[config.mk]
export PLATFORM = sky130hd
export DESIGN_NAME = rdat_deframer
export DESIGN_NICKNAME = d
export VERILOG_FILES = /design/src/rtl/rdat_wdat_pkg.sv /design/src/rtl/rdat_err_counter.sv /design/src/rtl/rdat_deframer.sv
export SDC_FILE = /design/constraint.sdc
export NUM_CORES = 1
export LEC_CHECK = 0
export BUFFER_PORTS_ARGS = -buffer_cell sky130_fd_sc_hd__buf_2
export CORE_MARGIN = 3
export CORE_UTILIZATION = 56
export DETAILED_ROUTE_END_ITERATION = 8
export HOLD_SLACK_MARGIN = 0.05
export PLACE_DENSITY = 0.81
export REMOVE_ABC_BUFFERS = 1
export SLEW_MARGIN = 20
export SYNTH_ARGS = -nofsm -noshare
export SYNTH_HDL_FRONTEND = slang
export SYNTH_HIERARCHICAL = 1
export SYNTH_SLANG_ARGS = --single-unit
[constraint.sdc]
create_clock -name clk_3wi -period 3.8 [get_ports clk_3wi]
set_clock_uncertainty 0.2 [all_clocks]
set_input_delay 0.19 -clock clk_3wi [delete_from_list [all_inputs] [get_ports clk_3wi]]
set_output_delay 0.19 -clock clk_3wi [all_outputs]
set_load 0.03 [all_outputs]
[src/rtl/rdat_wdat_pkg.sv]
// Shared definitions for the per-ASC 3WI read-data (RDAT) and write-data (WDAT) paths.
package rdat_wdat_pkg;

    typedef enum logic [2:0] {
        ST_IDLE,
        ST_DATA,
        ST_PARITY,
        ST_STOP,
        ST_BREAK
    } rdat_state_t;

    localparam int FRAME_W_ASC0 = 77;
    localparam int FRAME_W_ASCN = 51;

    // Counter must be able to hold FRAME_W itself, hence the +1.
    function automatic int bit_cnt_w(input int frame_w);
        return $clog2(frame_w + 1);
    endfunction

endpackage

[src/rtl/rdat_err_counter.sv]
// Saturating event counter with synchronous clear; clear wins over an increment.
module rdat_err_counter #(
    parameter int W = 8
) (
    input  logic         clk_3wi,
    input  logic         rst_n_3wi,
    input  logic         inc,
    input  logic         clr,
    output logic [W-1:0] cnt
);

    always_ff @(posedge clk_3wi or negedge rst_n_3wi) begin
        if (!rst_n_3wi) begin
            cnt <= '0;
        end else if (clr) begin
            cnt <= '0;
        end else if (inc && (cnt != '1)) begin
            cnt <= cnt + 1'b1;
        end
    end

endmodule

[src/rtl/rdat_deframer.sv]
// Deframes serial 3WI RDAT frames from one ASC into parallel words with a
// valid/ready holding register, parity/stop checking and an error counter.
//
//   state     | meaning
//   ----------+-------------------------------------------------
//   ST_IDLE   | line idle, waiting for start bit (rx_q == 0)
//   ST_DATA   | shifting FRAME_W payload bits, MSB first
//   ST_PARITY | capturing the even-parity bit
//   ST_STOP   | checking stop bit, delivering or flagging
//   ST_BREAK  | line held low after framing error, wait for high
module rdat_deframer
    import rdat_wdat_pkg::*;
#(
    parameter int FRAME_W   = FRAME_W_ASCN,
    parameter int PARITY_EN = 1,
    parameter int ERRCNT_W  = 8
) (
    input  logic                clk_3wi,
    input  logic                rst_n_3wi,
    input  logic                asc_rdat,
    output logic [FRAME_W-1:0]  rdat_word,
    output logic                rdat_valid,
    input  logic                rdat_ready,
    output logic                err_parity,
    output logic                err_frame,
    output logic                rdat_ovr,
    output logic [ERRCNT_W-1:0] err_cnt,
    input  logic                err_cnt_clr,
    output logic                busy
);

    localparam int CNT_W = bit_cnt_w(FRAME_W);
    localparam logic [CNT_W-1:0] LAST_BIT = CNT_W'(FRAME_W - 1);

    rdat_state_t        state_q;
    logic               rx_q;
    logic [CNT_W-1:0]   cnt_q;
    logic [FRAME_W-1:0] shift_q;
    logic               par_q;
    logic               par_ok;
    logic               err_inc;

    assign par_ok  = (PARITY_EN == 0) || ((^shift_q) == par_q);
    assign busy    = (state_q != ST_IDLE);
    assign err_inc = err_parity | err_frame | rdat_ovr;

    always_ff @(posedge clk_3wi or negedge rst_n_3wi) begin
        if (!rst_n_3wi) begin
            state_q    <= ST_IDLE;
            rx_q       <= 1'b1;
            cnt_q      <= '0;
            shift_q    <= '0;
            par_q      <= 1'b0;
            rdat_word  <= '0;
            rdat_valid <= 1'b0;
            err_parity <= 1'b0;
            err_frame  <= 1'b0;
            rdat_ovr   <= 1'b0;
        end else begin
            rx_q       <= asc_rdat;
            err_parity <= 1'b0;
            err_frame  <= 1'b0;
            rdat_ovr   <= 1'b0;
            if (rdat_valid && rdat_ready) begin
                rdat_valid <= 1'b0;
            end
            case (state_q)
                ST_IDLE: begin
                    if (!rx_q) begin
                        state_q <= ST_DATA;
                        cnt_q   <= '0;
                    end
                end
                ST_DATA: begin
                    shift_q <= {shift_q[FRAME_W-2:0], rx_q};
                    cnt_q   <= cnt_q + 1'b1;
                    if (cnt_q == LAST_BIT) begin
                        state_q <= (PARITY_EN != 0) ? ST_PARITY : ST_STOP;
                    end
                end
                ST_PARITY: begin
                    par_q   <= rx_q;
                    state_q <= ST_STOP;
                end
                ST_STOP: begin
                    // A bad stop bit masks any parity result for the frame.
                    if (!rx_q) begin
                        err_frame <= 1'b1;
                        state_q   <= ST_BREAK;
                    end else begin
                        state_q <= ST_IDLE;
                        if (!par_ok) begin
                            err_parity <= 1'b1;
                        end else if (!rdat_valid || rdat_ready) begin
                            rdat_word  <= shift_q;
                            rdat_valid <= 1'b1;
                        end else begin
                            rdat_ovr <= 1'b1;
                        end
                    end
                end
                ST_BREAK: begin
                    if (rx_q) begin
                        state_q <= ST_IDLE;
                    end
                end
                default: state_q <= ST_IDLE;
            endcase
        end
    end

    rdat_err_counter #(
        .W(ERRCNT_W)
    ) u_err_counter (
        .clk_3wi  (clk_3wi),
        .rst_n_3wi(rst_n_3wi),
        .inc      (err_inc),
        .clr      (err_cnt_clr),
        .cnt      (err_cnt)
    );

endmodule

Word-level counts from Yosys, hierarchy flattened
Index checks and enable logic that the tools add are counted.
Widths: inputs -> output; s select.
{ "totals": {"in_bits": 5, "word_cells": 60, "register_bits": 125} }
{ "op_classes": {"n_mux": 23, "bitwise": 2, "n_reduce_logical": 12, "addsub": 2, "n_eq_ne": 10} }
{ "op_table": {"columns": ["cell", "count"], "rows": [
  ["$reduce_xor 51->1", 1],
  ["$mux 8", 2],
  ["$pmux 3 s5", 1],
  ["$mux 1", 14],
  ["$mux 3", 4],
  ["$pmux 6 s2", 1],
  ["$add 8x1->8 const B", 1],
  ["$ne 8x8->1 const B", 1],
  ["$add 6x1->6 const B", 1],
  ["$eq 3x2->1 const B", 2],
  ["$eq 6x6->1 const B", 1],
  ["$mux 6", 1],
  ["$ne 2x2->1 const B", 3],
  ["$reduce_and 4->1", 1],
  ["$reduce_bool 2->1", 2],
  ["$eq 3x1->1 const B", 1],
  ["$eq 3x3->1 const B", 1],
  ["$logic_not 3->1", 1],
  ["$reduce_and 3->1", 1],
  ["$reduce_bool 3->1", 1],
  ["$logic_and 1x1->1", 2],
  ["$or 1x1->1", 2],
  ["$reduce_and 2->1", 1],
  ["$eq 1x1->1", 1],
  ["other kinds (2)", 2]
]} }

Longest topological paths before layout
Gate-level depths: netlist of the first run.
{ "depth": {"depth_word": 6, "ltp_mapped": 8, "ltp_nobuf": 7} }

Hierarchy
The synthesis of the first run kept the hierarchy.
{ "by_module_without_submodules": {"columns": ["module", "area_per_inst_um2", "n_inst", "seq_area_each_um2", "cells_per_inst"], "rows": [
  ["rdat_deframer", 5133.7, 1, 2929.1, 440],
  ["rdat_err_counter", 464.2, 1, 200.2, 49]
]} }

Worst setup path before layout of the first run
OpenSTA, ideal clock, no wires.
{ "synth_path": {"path_kind": "register to register", "start": "reg shift_q[2]", "end": "reg rdat_word[0]", "period_less_slack_ns": 2.660, "stages_incl_launch_ff": 9, "path_slack_ns": 1.140, "required_time_ns": 3.475, "arrival_time_ns": 2.335, "path_cell_list": "dfrtp_1 > xor2_1 > xnor2_1 > xnor2_1 > xnor3_1 > xnor3_2 > nand4_4 > buf_6 > mux2_4"} }
{ "synth_between": {"elab_chain_cells": 3} }
{ "synth_rtl": {"columns": ["element", "line_no", "text"], "rows": [
  ["from (decl)", "rdat_deframer.sv:38", "logic [FRAME_W-1:0] shift_q;"],
  ["from (signal assigned)", "rdat_deframer.sv:75", "shift_q <= {shift_q[FRAME_W-2:0], rx_q};"],
  ["$reduce_xor 51->1", "rdat_deframer.sv:43", "assign par_ok = (PARITY_EN == 0) || ((^shift_q) == par_q);"],
  ["$eq 1x1->1", "rdat_deframer.sv:43", null],
  ["$reduce_and 4->1 (no source line)", null, null],
  ["to (signal assigned)", "rdat_deframer.sv:95", "rdat_word <= shift_q;"],
  ["to (decl)", "rdat_deframer.sv:21", "output logic [FRAME_W-1:0] rdat_word,"]
]} }
Every way passes these cells.
A chain may end at the register's enable or synchronous reset.

Worst setup path in the final report of the first run
{ "layout_path": {"start": "reg shift_q[0]", "end": "reg rdat_word[2]"} }
Same word-level chain as after synthesis.

==> impl_metrics.tcl, run 1 <==
set metrics [dict create \
    status "finished, final reports clean" \
    rsz0062_at_grt "no" \
    grt_max_degree 59 \
    grt_usage_pct 21.9 \
    ys_ff_latch 125 \
    synth_area_leader_cell "dfrtp_1" \
    grt_overflow_total 0 \
    clkSlewWorstSetupHoldPaths_ps 60 \
    power_per_cell_area_nw_per_um2 847 \
    r2r-end "rdat_word[2]" \
    synth_edf_count 0 \
    p_comb_share_pct 39.0 \
    design.die.area_um2 11200 \
    post_cts_resized 0 \
    p_sw_share_pct 35.2 \
    ir_drop_v 0.000663 \
    worst_pin_slew_ps 1080 \
    first_pass_iters 5 \
    criticalPathCategory "flip-flop to flip-flop" \
    p_clk_share_pct 29.5 \
    netlist_top_cells_count "nand2_1, dfrtp_1, mux2_4, xnor2_1, clkbuf_1" \
    gp_congestion 0.790 \
    cts_sinks 125 \
    die_y_um 106 \
    hp-class "primary input to asynchronous set/reset pin" \
    place_hpwl_um 7050 \
    power_frac_seq_pct 31.5 \
    synth_top_area_share_pct 55.4 \
    ys.flop_type "dfrtp_1" \
    cts_max_path_buffers 2 \
    worstRegToRegCells 8 \
    route.met3.wl_um 511 \
    cp.arrival_ps 3420 \
    layout-drive-gt1-share_pct 28.8 \
    cts-htree-levels 4 \
    drt-initial-drc-count 264 \
    required_ps 4000 \
    routed_wl_um 11500 \
    met1Wirelength_um 5030 \
    diodes 0 \
    setup_tns_ps 0 \
    initial_core_util_pct 59.2 \
    p_leak_nw 3.66 \
    synth-async-reset-ratio_pct 100 \
    grt_pass1_wl_um 19300 \
    post-route-min-period_ps 3220 \
    timing.rr.start "shift_q[0]" \
    slew_viol_final 0 \
    rrSetupSlack_ps 580 \
    io_pins 69 \
    start_kind "flip-flop" \
    synth-seq-area-share_pct 55.9 \
    grt_pass1_vias 3889 \
    hold_violations 0 \
    fmax_mhz 310 \
    vias_per_cell 5.30 \
    cts_tree "yes" \
    fillCellCount 667 \
    totalPowerFinal_mw 5.69 \
    syn_inst 489 \
    intPower_mw 3.69 \
    drc_errors 0 \
    fin_nets 572 \
    p_sw_mw 2.00 \
    synth_cell_types 38 \
    setup_viol 0 \
    area_delta_synth_final_pct 20.1 \
    cts_made_buffers 17 \
    yosysWarnings 6 \
    cap_violations 0 \
    syn_area_um2 5600 \
    wl_met2_um 5730 \
    clock_latency_ps 520 \
    num_rows 35 \
    ctsRootBufferMaster "clkbuf_8" \
    top_layer "met4" \
    io_buffers 68 \
    period_share_pct 84.9 \
    post_drt_wl_per_cell_um 16.3 \
    max_slew_margin_pct 27.6 \
    antenna_found_initial 0 \
    syn_area_per_cell_um2 11.4 \
    worst_setup_path_end_kind "flip-flop" \
    ant_nets 0 \
    die_x_um 106 \
    synth.most_common_cell "nand2_1" \
    via_count 3734 \
    worstPathMaxFanout 20 \
    core_um2 9460 \
    synth.top_cells.by_area "dfrtp_1, mux2_4, nand2_1, xnor2_1, xor2_1" \
]
==> placed cells by master, fill, tap and decap left out, types with 3 or more instances in the layout <==
cell type / instances
xor2_1: 8
mux2_4: 50
dfrtp_1: 124
o21ai_0: 12
or3_1: 3
inv_1: 4
nor2_1: 10
bufinv_16: 4
nor3_1: 5
nand4_1: 3
buf_4: 3
buf_2: 67
clkinvlp_4: 3
mux2_2: 4
ha_1: 3
xnor2_1: 42
a21oi_1: 4
nor2b_1: 3
nand2b_1: 4
nand3_1: 5
buf_12: 3
nand2_1: 161
dlygate4sd3_1: 4
clkbuf_16: 16
clkinv_4: 4
==> sequential cells by signal, indices dropped and copies added, names as in the netlist <==
register,cells
rdat_ovr,1
rx_q,1
rdat_valid,1
cnt_q,6
err_parity,1
err_frame,1
shift_q,51
par_q,1
u_err_counter/cnt,8
state_q,3
rdat_word,51
==> final cells by class <==
type                    instances  area [um^2]  share of cell area [%]
inverters                       4         15.0                   0.223
clock inverters                13          191                    2.85
flip-flops and latches        125         3130                    46.5
well taps                     129          161                    2.40
clock buffers                  18          428                    6.37
multi-input cells             339         2340                    34.8
repair buffers                 77          458                    6.81
==> power by group through the flow <==
stage / clock (mW) / combinational, mW / sequential [mW]
final: 1.68 / 2.22 / 1.79
after global routing: 1.77 / 2.40 / 1.82
after CTS: 1.70 / 2.24 / 1.79
after detailed placement: 0 / 2.21 / 1.80
after global placement: 0 / 2.16 / 1.78
after floorplan: 0 / 1.64 / 1.90
==> metal layers <==
layer / GRT usage (%) / up-vias
met5: 0 / -
met4: 8.79 / 0
met3: 4.68 / 19
met2: 36.8 / 98
met1: 27.8 / 1867
li1: - / 1750
==> repair_timing <==
item	in CTS	in global routing
endpoints found under the setup margin	0	0
hold endpoints to repair	53	0
setup buffers	0	0
hold buffers	5	0
==> kinds of logic (layout without fill, tap and decap cells) <==
logic type      Yosys count  after routing  share of synthesized area (%)
mux                      55             55                           14.4
fa+ha+maj                 3              3                          0.671
buf+inv                  25            112                           2.37
flops                   125            125                           55.9
xor+xnor                 52             52                           8.65
compound gates           24             24                           2.55
simple gates            205            205                           15.5
==> worst max-delay path by stage <==
stage / start / end / depth (start not counted)
CTS: shift_q[4] / rdat_word[2] / 8
global placement: shift_q[7] / rdat_word[5] / 8
floorplan: shift_q[2] / rdat_word[0] / 7
detailed placement: shift_q[7] / rdat_word[11] / 8
global route: shift_q[0] / rdat_word[2] / 8
finish: shift_q[0] / rdat_word[2] / 8
==> per-stage QoR <==
| stage | instance area (um^2) | instances | setup slack, ps | util [%] | hold WS [ps] |
|---|---|---|---|---|---|
| floorplan | 5480 | 468 | 400 | - | -306 |
| global placement | 6040 | 669 | 624 | 63.9 | 23.8 |
| detailed placement | 6040 | 669 | 596 | 63.9 | 28.9 |
| CTS | 6720 | 705 | 546 | 71.1 | 52.3 |
| global route | 6720 | 705 | 412 | 71.1 | 64.4 |
| finish | 6720 | 705 | 576 | 71.1 | 40.8 |
==> worst max-delay path: stages, from the launching register on <==
cell     delay [ps]
dfrtp_1         440
xnor2_1         220
xnor2_1         160
xnor2_1         160
xnor3_1         410
xnor3_2         440
nand4_4         410
buf_12          350
mux2_4          310
(Power assumes the default switching activity.)
==> inputs of run 2 (changes only) <==
- clock period: 3.8 -> 3.27 ns (I/O delays scaled with it)
==> run 2 against run 1 <==
  * Sequential share of layout area rose by 0.19 points
  * First-iteration DRC count fell by 20%
  * Via count rose by 0.13%
  * Global-route usage fell by 0.85 points
  * Die area did not move
  * Largest power group unchanged
  * Count of clock-buffer cells in the layout rose by 2
  * Critical path depth did not move
  * Critical path type unchanged
  * Power rose by 14%
  * Design area fell by 0.41%
  * Core utilization fell by 0.29 points
  * Sequential power rose by 16%
  * Final cell count rose by 0.43%
==> impl_metrics.tcl, run 2 (same netlist as run 1, synthesis figures left out) <==
set metrics [dict create \
    setup_viol 0 \
    p_clk_share_pct 27.8 \
    ant_nets 0 \
    criticalPathCategory "flip-flop to flip-flop" \
    cts_made_buffers 17 \
    worstPathMaxFanout 35 \
    slew_viol_final 0 \
    first_pass_iters 4 \
    gp_congestion 0.770 \
    power_per_cell_area_nw_per_um2 968 \
    via_count 3739 \
    hold_ws_ps 99.5 \
    clock_latency_ps 510 \
    period_share_pct 95.5 \
    design.die.area_um2 11200 \
    initial_core_util_pct 59.2 \
    rsz0062_at_grt "no" \
    layout-drive-gt1-share_pct 29.0 \
    die_x_um 106 \
    register_area_um2 3130 \
    drc_errors 0 \
    p_leak_nw 3.66 \
    rrSetupSlack_ps 150 \
    cts_max_path_buffers 2 \
    worstRegToRegCells 8 \
    fillCellCount 643 \
    setup_tns_ps 0 \
    cap_violations 0 \
    utilization_pct 70.8 \
    grt_usage_pct 21.0 \
    grt_pass1_vias 3819 \
    cts_sinks 125 \
    status "finished, final reports clean" \
    hold_violations 0 \
    multi_input_area_um2 2340 \
    post_cts_resized 0 \
    fmax_mhz 320 \
    cts-htree-levels 4 \
    layout_setup_ws_ps 147 \
    holdPathEnd "rx_q" \
    grt_overflow_total 0 \
    timing.rr.start "shift_q[2]" \
    vias_per_cell 5.28 \
    postCtsSetupRepairBufs 0 \
    ir_drop_v 0.000693 \
    num_rows 35 \
    layout_commonest_cell "nand2_1" \
    fin_nets 574 \
    p_comb_share_pct 40.2 \
    routed_wl_um 11000 \
    antenna_found_initial 0 \
    max_slew_margin_pct 56.4 \
    area_delta_synth_final_pct 19.6 \
    intPower_mw 4.16 \
    place_hpwl_um 6600 \
    drt-initial-drc-count 210 \
    reg.largest.list "rdat_word (51), shift_q (51), u_err_counter/cnt (8)" \
    io_pins 69 \
    power_frac_seq_pct 32.0 \
    dp_slack_ps 342 \
    min_from "asc_rdat" \
    worst_pin_slew_ps 647 \
    min_path_cells 2 \
    clkSlewWorstSetupHoldPaths_ps 60 \
    most-common-layout-cells "nand2_1, dfrtp_1, buf_2, mux2_4, xnor2_1" \
    start_kind "flip-flop" \
    grt_pass1_wl_um 18700 \
    core_um2 9460 \
    post_drt_wl_per_cell_um 15.5 \
    p_sw_share_pct 35.7 \
    worst_setup_path_end_kind "flip-flop" \
    diodes 0 \
    p_sw_mw 2.32 \
    die_y_um 106 \
    ctsRootBufferMaster "clkbuf_8" \
    required_ps 3470 \
    post-route-min-period_ps 3120 \
    grt_max_degree 73 \
    cp.arrival_ps 3320 \
    io_buffers 68 \
    r2r-end "rdat_word[48]" \
    cts_tree "yes" \
    hp-class "primary input to flip-flop" \
]
==> run 2: worst max path at each step <==
stage               start            end  slack [ps]
2_1_floorplan  shift_q[2]   rdat_word[0]        -130
3_3_place_gp   shift_q[2]  rdat_word[48]         370
3_5_place_dp   shift_q[2]  rdat_word[48]         340
4_1_cts        shift_q[2]  rdat_word[38]         130
5_1_grt        shift_q[5]  rdat_word[48]          50
6_report       shift_q[2]  rdat_word[48]         150
==> run 2: power groups by stage <==
stage / Sequential [mW] / Combinational [mW] / Clock, mW
after floorplan: 2.20 / 1.91 / 0
after global placement: 2.07 / 2.52 / 0
after global routing: 2.11 / 2.80 / 1.91
final: 2.07 / 2.61 / 1.80
after CTS: 2.07 / 2.64 / 1.83
after detailed placement: 2.09 / 2.57 / 0
==> run 2: worst max-delay path: stages (launching register included) <==
cell and delay (ps):
dfrtp_1 420, xor2_1 270, xnor2_1 150, xnor2_1 280, xnor3_1 450, xnor3_2 440
nand4_4 130, buf_12 260, mux2_2 370
==> run 2: through the flow <==
step,instance area (um^2),power (mW),cells
2_1_floorplan,5480,4.11,468
3_3_place_gp,6050,4.59,670
3_5_place_dp,6050,4.66,670
4_1_cts,6700,6.54,708
5_1_grt,6700,6.82,708
6_report,6700,6.48,708
==> run 2: final cells by class <==
cell class,instances,share of cell area (%)
clock buffer,20,6.80
clock inverter,12,1.78
tap,129,2.41
multi-input combinational,339,34.9
inverter,4,0.224
timing repair buffer,79,7.10
sequential,125,46.7
==> run 2: metal layers <==
layer	routed length, um	GRT usage, %	vias to the layer above
li1	-	-	1761
met1	4830	26.3	1846
met2	5410	34.6	110
met3	514	5.40	22
met4	210	9.44	0
met5	0	0	-
==> run 2: timing repair <==
action	CTS	global route
hold buffers	6	0
setup endpoints to repair	0	0
hold endpoints to repair	135	0
==> inputs of run 3 (changes only) <==
- MAX_ROUTING_LAYER: not set -> met4
==> run 3 against run 2 <==
  * Design area stayed put
  * Register-to-register slack better by 20 ps
  * Routed wire length is 0.16% lower
  * Sequential share of layout area stayed put
  * Sequential power hardly changed
  * Combinational power hardly changed
  * Count of clock-buffer cells in the layout stayed put
  * Hold slack worse by 1.0 ps
  * Critical path type unchanged
  * Critical endpoint unchanged
  * Largest power group unchanged
  * Highest routed layer unchanged
==> impl_metrics.tcl, run 3 (same netlist as run 1, synthesis figures left out) <==
set metrics [dict create \
    grt_pass1_wl_um 18700 \
    place_hpwl_um 6600 \
    most-common-layout-cells "nand2_1, dfrtp_1, buf_2, mux2_4, xnor2_1" \
    max_slew_margin_pct 56.0 \
    drc_errors 0 \
    utilization_pct 70.8 \
    post_cts_resized 0 \
    die_y_um 106 \
    grt_usage_pct 21.7 \
    criticalPathCategory "flip-flop to flip-flop" \
    cts_max_path_buffers 2 \
    start_kind "flip-flop" \
    layout_commonest_cell "nand2_1" \
    gp_congestion 0.781 \
    worstPathMaxFanout 35 \
    totalPowerFinal_mw 6.48 \
    drt-initial-drc-count 213 \
    cts_tree "yes" \
    setup_viol 0 \
    via_count 3730 \
    required_ps 3470 \
    cts_made_buffers 17 \
    io_pins 69 \
    ir_drop_v 0.000693 \
    rsz0062_at_grt "no" \
    ant_nets 0 \
    hold_violations 0 \
    power_per_cell_area_nw_per_um2 968 \
    p_leak_nw 3.66 \
    clkSlewWorstSetupHoldPaths_ps 60 \
    diodes 0 \
    cts_sinks 125 \
    post-route-min-period_ps 3110 \
    antenna_found_initial 0 \
    clock_latency_ps 510 \
    grt_overflow_total 0 \
    postCtsSetupRepairBufs 0 \
    layout-drive-gt1-share_pct 29.0 \
    worst_pin_slew_ps 653 \
    worst_setup_path_end_kind "flip-flop" \
    cp.arrival_ps 3310 \
    core_um2 9460 \
    num_rows 35 \
    initial_core_util_pct 59.2 \
    design.die.area_um2 11200 \
    area_delta_synth_final_pct 19.6 \
    fin_nets 574 \
    grt_pass1_vias 3820 \
    cts_hold_buf 6 \
    cts-htree-levels 4 \
    vias_per_cell 5.27 \
    slew_viol_final 0 \
    cap_violations 0 \
    hp-class "primary input to flip-flop" \
    routed_wl_um 10900 \
    die_x_um 106 \
    period_share_pct 95.0 \
    post_drt_wl_per_cell_um 15.5 \
    reg.largest.list "rdat_word (51), shift_q (51), u_err_counter/cnt (8)" \
    ctsRootBufferMaster "clkbuf_8" \
    grt_max_degree 73 \
    fmax_mhz 322 \
    first_pass_iters 5 \
    status "finished, final reports clean" \
    hold_ws_ps 98.5 \
    setup_tns_ps 0 \
    io_buffers 68 \
]
run 3: cell counts in the layout (fill, tap and decap cells not counted):
No cell type changed its count.
run 3: area by class of cell:
type	count	area, um^2
Clock buffer	20	455
Clock inverter	12	119
Fill cell	643	2760
Inverter	4	15.0
Multi-Input combinational cell	339	2340
Sequential cell	125	3130
Tap cell	129	161
Timing Repair Buffer	79	475
run 3: final timing paths:
path | start | to | slack [ps] | depth (start not counted)
worst min register to register | rdat_word[18] | rdat_word[18] | 300 | 1
worst min-delay path | asc_rdat | rx_q | 100 | 2
worst max register to register | shift_q[2] | rdat_word[48] | 160 | 8
worst max-delay path | shift_q[2] | rdat_word[48] | 160 | 8
min in group asynchronous | rst_n_3wi | rdat_word[13] | 450 | 3
max in group asynchronous | rst_n_3wi | rx_q | 1700 | 4
run 3: power by group:
part           switching, mW  internal (mW)
Combinational           1.38           1.23
Clock                  0.665           1.13
Sequential             0.273           1.80
Total                   2.32           4.16
run 3: routing by layer:
layer	GRT usage [%]	part of all wire (%)	vias up
met4	9.44	2.0	0
li1	-	-	1761
met2	34.4	49	107
met1	26.7	44	1838
met3	5.40	4.6	24
met5	-	0	-
run 3: through the flow:
step	worst slack (ps)	cell area (um^2)	std cells
after CTS	131	6700	708
after floorplan	-130	5480	468
final	163	6700	708
after global placement	369	6050	670
after global routing	57.7	6700	708
after detailed placement	342	6050	670
run 3: critical path, stage by stage, from the launching register on:
cell	delay [ps]
dfrtp_1	420
xor2_1	250
xnor2_1	140
xnor2_1	280
xnor3_1	450
xnor3_2	440
nand4_4	130
buf_12	260
mux2_2	370
